$ cat src/rtl/serial_adder_pkg.sv
// Shared types and limits for the bit-serial adder.
package serial_adder_pkg;

  localparam int unsigned WidthMin = 2;
  localparam int unsigned WidthMax = 32;

  typedef enum logic [1:0] {
    StIdle,
    StRun,
    StDone
  } state_e;

endpackage

$ cat src/rtl/full_adder_cell.sv
// One-bit full adder built from two half-add stages and an OR for the carry.
module full_adder_cell (
  input  logic x,
  input  logic y,
  input  logic ci,
  output logic s,
  output logic co
);

  logic h1_s, h1_c, h2_c;

  assign h1_s = x ^ y;
  assign h1_c = x & y;
  assign s    = h1_s ^ ci;
  assign h2_c = h1_s & ci;
  assign co   = h1_c | h2_c;

endmodule

$ cat src/rtl/serial_adder.sv
// Bit-serial adder: WIDTH RUN cycles LSB first, then a one-cycle DONE pulse.
// Optional signed-overflow output enabled by defining SERIAL_ADDER_OVF_EN.
module serial_adder
  import serial_adder_pkg::*;
#(
  parameter int unsigned WIDTH = 8
) (
  input  logic             clk,
  input  logic             rst_n,
  input  logic             start,
  input  logic [WIDTH-1:0] a,
  input  logic [WIDTH-1:0] b,
  input  logic             cin,
  output logic             busy,
  output logic             done,
  output logic [WIDTH-1:0] sum,
  output logic             car
`ifdef SERIAL_ADDER_OVF_EN
  ,
  output logic             ovf
`endif
);

  localparam int unsigned CntW = $clog2(WIDTH);
  localparam logic [CntW-1:0] CntLast = CntW'(WIDTH - 1);

  if (WIDTH < WidthMin || WIDTH > WidthMax) begin : g_width_check
    $error("serial_adder: WIDTH out of range");
  end

  state_e          state_q, state_d;
  logic [WIDTH-1:0] a_q, b_q, sum_q;
  logic            carry_q;
  logic [CntW-1:0] cnt_q;
  logic            capture, step;
  logic            fa_s, fa_co;

  full_adder_cell u_fa (
    .x  (a_q[0]),
    .y  (b_q[0]),
    .ci (carry_q),
    .s  (fa_s),
    .co (fa_co)
  );

  always_comb begin
    state_d = state_q;
    capture = 1'b0;
    step    = 1'b0;
    unique case (state_q)
      StIdle: begin
        if (start) begin
          capture = 1'b1;
          state_d = StRun;
        end
      end
      StRun: begin
        step = 1'b1;
        if (cnt_q == CntLast) state_d = StDone;
      end
      StDone: begin
        // Back-to-back: a start seen here is taken exactly like one in idle.
        if (start) begin
          capture = 1'b1;
          state_d = StRun;
        end else begin
          state_d = StIdle;
        end
      end
      default: state_d = StIdle;
    endcase
  end

  always_ff @(posedge clk or negedge rst_n) begin
    if (!rst_n) begin
      state_q <= StIdle;
      a_q     <= '0;
      b_q     <= '0;
      sum_q   <= '0;
      carry_q <= 1'b0;
      cnt_q   <= '0;
    end else begin
      state_q <= state_d;
      if (capture) begin
        a_q     <= a;
        b_q     <= b;
        carry_q <= cin;
        cnt_q   <= '0;
      end else if (step) begin
        a_q     <= a_q >> 1;
        b_q     <= b_q >> 1;
        sum_q   <= {fa_s, sum_q[WIDTH-1:1]};
        carry_q <= fa_co;
        if (cnt_q != CntLast) cnt_q <= cnt_q + CntW'(1);
      end
    end
  end

`ifdef SERIAL_ADDER_OVF_EN
  logic ovf_q;

  // Carry into the MSB is carry_q during the last step; compare it to the carry out.
  always_ff @(posedge clk or negedge rst_n) begin
    if (!rst_n) begin
      ovf_q <= 1'b0;
    end else if (step && (cnt_q == CntLast)) begin
      ovf_q <= carry_q ^ fa_co;
    end
  end

  assign ovf = ovf_q;
`endif

  assign busy = (state_q == StRun);
  assign done = (state_q == StDone);
  assign sum  = sum_q;
  assign car  = carry_q;

endmodule

$ cat config.mk
export PLATFORM = sky130hd
export DESIGN_NAME = serial_adder
export DESIGN_NICKNAME = d
export VERILOG_FILES = /design/src/rtl/serial_adder_pkg.sv /design/src/rtl/full_adder_cell.sv /design/src/rtl/serial_adder.sv
export SDC_FILE = /design/constraint.sdc
export NUM_CORES = 1
export LEC_CHECK = 0
export BUFFER_PORTS_ARGS = -buffer_cell sky130_fd_sc_hd__buf_2
export CAP_MARGIN = 20
export CORE_MARGIN = 2
export CORE_UTILIZATION = 47
export DETAILED_ROUTE_END_ITERATION = 16
export PLACE_DENSITY = 0.72
export SLEW_MARGIN = 20
export SYNTH_ARGS = -nofsm -noshare
export SYNTH_HDL_FRONTEND = slang
export SYNTH_SLANG_ARGS = --single-unit
$ cat constraint.sdc
create_clock -name clk -period 1.5 [get_ports clk]
set_input_delay 0.375 -clock clk [delete_from_list [all_inputs] [get_ports clk]]
set_output_delay 0.375 -clock clk [all_outputs]
set_load 0.01 [all_outputs]
==> metrics.csv <==
stage,metric,value,unit
sta,period utilization,0.972,
power,Leakage,0.852,nW
clock_tree,clk sinks,30,
grt,initial antenna violation count,0,
placement,DP Worst Slack,0.0687,ns
sta,worst setup margin,0.0415,ns
power,P per Cell Area,2010,nW/um2
synthesis,#FFs+latches synth,30,
grt,Overflow after GRT,0,
power,Design Power,0.00345,W
detailed_routing,DRC,2,
power,peak supply drop,909,uV
floorplanning,number of I/O pins,31,
synthesis,Synth Cell Area,1400,um2
grt,vias in the first global route,1038,
clock_tree,CTS H-tree lvls,2,
synthesis,unique cell type count in the Yosys netlist,25,
synthesis,synth warn,0,
sta,RSZ-0062 raised after global routing,yes,
floorplanning,row cnt,19,
final_layout,share of cells above drive strength 1,0.315,
floorplanning,Die ar.,3430,um2
run_status,status,finished with violations,
grt,first-pass GRT wire length,4540,um
sta,clock skew,0.0138,ns
clock_tree,TritonCTS buffer count,5,
floorplanning,Die Width,58.6,um
clock_tree,CTS tree,done,
sta,Fin Setup TNS,0,ns
detailed_routing,via count,1122,
detailed_routing,TritonRoute pass-1 iters,10,
setup_path,critical path startpoint category,flop,
run_status,failing checks,DRC,
synthesis,Post-Syn Nets,161,
final_layout,fin area,1710,um2
setup_path,critical path endpoint category,output pin,
worst_hold_path,min-delay src,a[7],
sta,Final setup violation count,0,
setup_path,Worst Path Arrival,1.08,ns
clock_tree,deepest clock path buffer count,2,
placement,DP Wirelength,2020,um
final_layout,ant diodes,0,
floorplanning,core area,2810,um2
detailed_routing,Post-Route WL,2750,um
sta,Slew HR,0.756,
detailed_routing,Final ANT Viol Nets,0,
setup_path,r2r startpoint,cnt_q[0],
detailed_routing,DRT iter0 DRCs,55,
flow_run,Max Cap Viol,0,
clock_tree,Clock Tree Root,clkbuf_4,
final_layout,Layout Area Growth over Synthesis,22.3,%
sta,"Slew Viols, Final",0,
sta,Least-Margin Pin Slew,0.365,ns
sta,Final min period,1.46,ns
clock_tree,"Clk Latency, worst-skew pair",0.33,ns
sta,Peak Freq,686,MHz
setup_path,crit path kind,flop to output pin,
floorplanning,Starting Density,0.500,
worst_hold_path,hold crit path type,input port to flop,
sta,Final Hold Fails,0,
detailed_routing,DR WL/cell,13.2,um
synthesis,syn_area_per_cell,10.2,um2
placement,Port Buf Inserts,30,
setup_path,crit path max fanout,11,
placement,Placed Area,1580,um2
final_layout,fin util,0.611,
placement,GPL Wtd Cong,0.726,
synthesis,Post-Synthesis Cells,138,
final_layout,Final #Nets,200,
clock_tree,clk slew on worst S/H paths,0.10,ns
setup_path,Critical Path RT,1.12,ns
detailed_routing,Vias/cell,5.37,
grt,Total GRT Usage,0.180,
synthesis,sequential area share after synthesis,0.536,
grt,largest net degree at the start of global routing,18,
floorplanning,Die Height,58.6,um
setup_path,Critical path origin,state_q[1],
-- logic make-up after synthesis --
| family | Yosys count | synth area share |
|---|---|---|
| simple gates | 45 | 0.155 |
| compound gates | 36 | 0.163 |
| flops | 30 | 0.536 |
| buf+inv | 19 | 0.0777 |
| mux | 5 | 0.0357 |
| fa+ha+maj | 3 | 0.0321 |
-- report_power, final --
part,leakage [nW],internal [W],total (W),switching [W]
sequential,0.362,0.00118,0.00143,0.000253
clock,0.0343,0.000225,0.000500,0.000275
combinational,0.456,0.000724,0.00151,0.000790
-- worst max-delay path, stage by stage, from the launching register on --
cell and delay (ns):
dfrtp_1 0.40, nand2b_4 0.17, inv_8 0.09, buf_6 0.10
-- state kept, by name, summed over array words and instances (netlist names) --
signal	count
a_q	8
state_q	2
sum	8
cnt_q	3
b_q	8
car	1
-- timing repair --
item,in CTS,in global routing
setup buffers,3,1
gates resized for setup,5,4
hold endpoints to repair,14,0
endpoints found under the setup margin,2,7
hold buffers,1,0
-- metal layers --
metal  vias up  GRT usage  share of wire
met4         0     0.0584          0.013
met3         6     0.0659          0.061
met2        33      0.291           0.49
met5         -          0              0
met1       535      0.228           0.43
li1        548          -              -
-- Yosys cell counts --
cell,number,area [um2]
nand2b_1,1,6.26
and2_1,1,6.26
fa_1,1,20.0
a21o_1,2,15.0
a22o_1,3,26.3
a21oi_1,14,70.1
nand2b_4,1,13.8
buf_6,3,33.8
buf_4,3,22.5
ha_1,2,25.0
nand3_2,1,10.0
nand3_1,2,10.0
o211ai_1,2,15.0
buf_2,3,15.0
a211oi_1,5,37.5
nor2b_1,7,43.8
or3b_4,1,11.3
o21ai_2,1,8.76
nand2_1,29,109
dfrtp_1,30,751
mux2i_1,5,50.1
inv_2,1,3.75
inv_1,9,33.8
o22ai_1,9,56.3
nor2_1,2,7.51
-- metrics by stage --
stage	hold slack (ns)	instances
6_report	0.276	209
5_1_grt	0.249	209
4_1_cts	0.273	208
3_5_place_dp	0.309	196
3_3_place_gp	0.308	196
2_1_floorplan	0.0794	138
-- layout by cell type (no fill, tap or decap), drive strengths merged --
master | Yosys | final
dlygate4sd3 | 0 | 1
buf | 9 | 40
a21oi | 14 | 14
nor2b | 7 | 7
ha | 2 | 2
o21ai | 1 | 1
clkbuf | 0 | 6
inv | 10 | 10
and2 | 1 | 1
a21o | 2 | 2
clkinvlp | 0 | 1
mux2i | 5 | 5
a211oi | 5 | 5
nand3 | 3 | 3
o211ai | 2 | 2
o22ai | 9 | 9
nand2 | 29 | 29
fa | 1 | 1
a22o | 3 | 3
clkinv | 0 | 1
or3b | 1 | 1
dfrtp | 30 | 30
nor2 | 2 | 2
nand2b | 2 | 2
-- area by class of cell --
class	count	area, um2
Clock buffer	6	51.3
Tap cell	31	38.8
Clock inverter	2	12.5
Timing Repair Buffer	41	264
Inverter	10	45.0
Sequential cell	30	752
Multi-Input combinational cell	89	551
Fill cell	246	1090
-- final timing paths --
path,to,slack [ns],depth (start not counted)
worst max-delay path,busy,0.04,3
worst min-delay path,a_q[7],0.28,2
worst max register to register,cnt_q[0],0.06,5
max in group asynchronous,state_q[0],0.60,3
min in group asynchronous,a_q[7],0.48,2
worst min register to register,sum[0],0.48,2
Power figures use the tool's default switching activity.
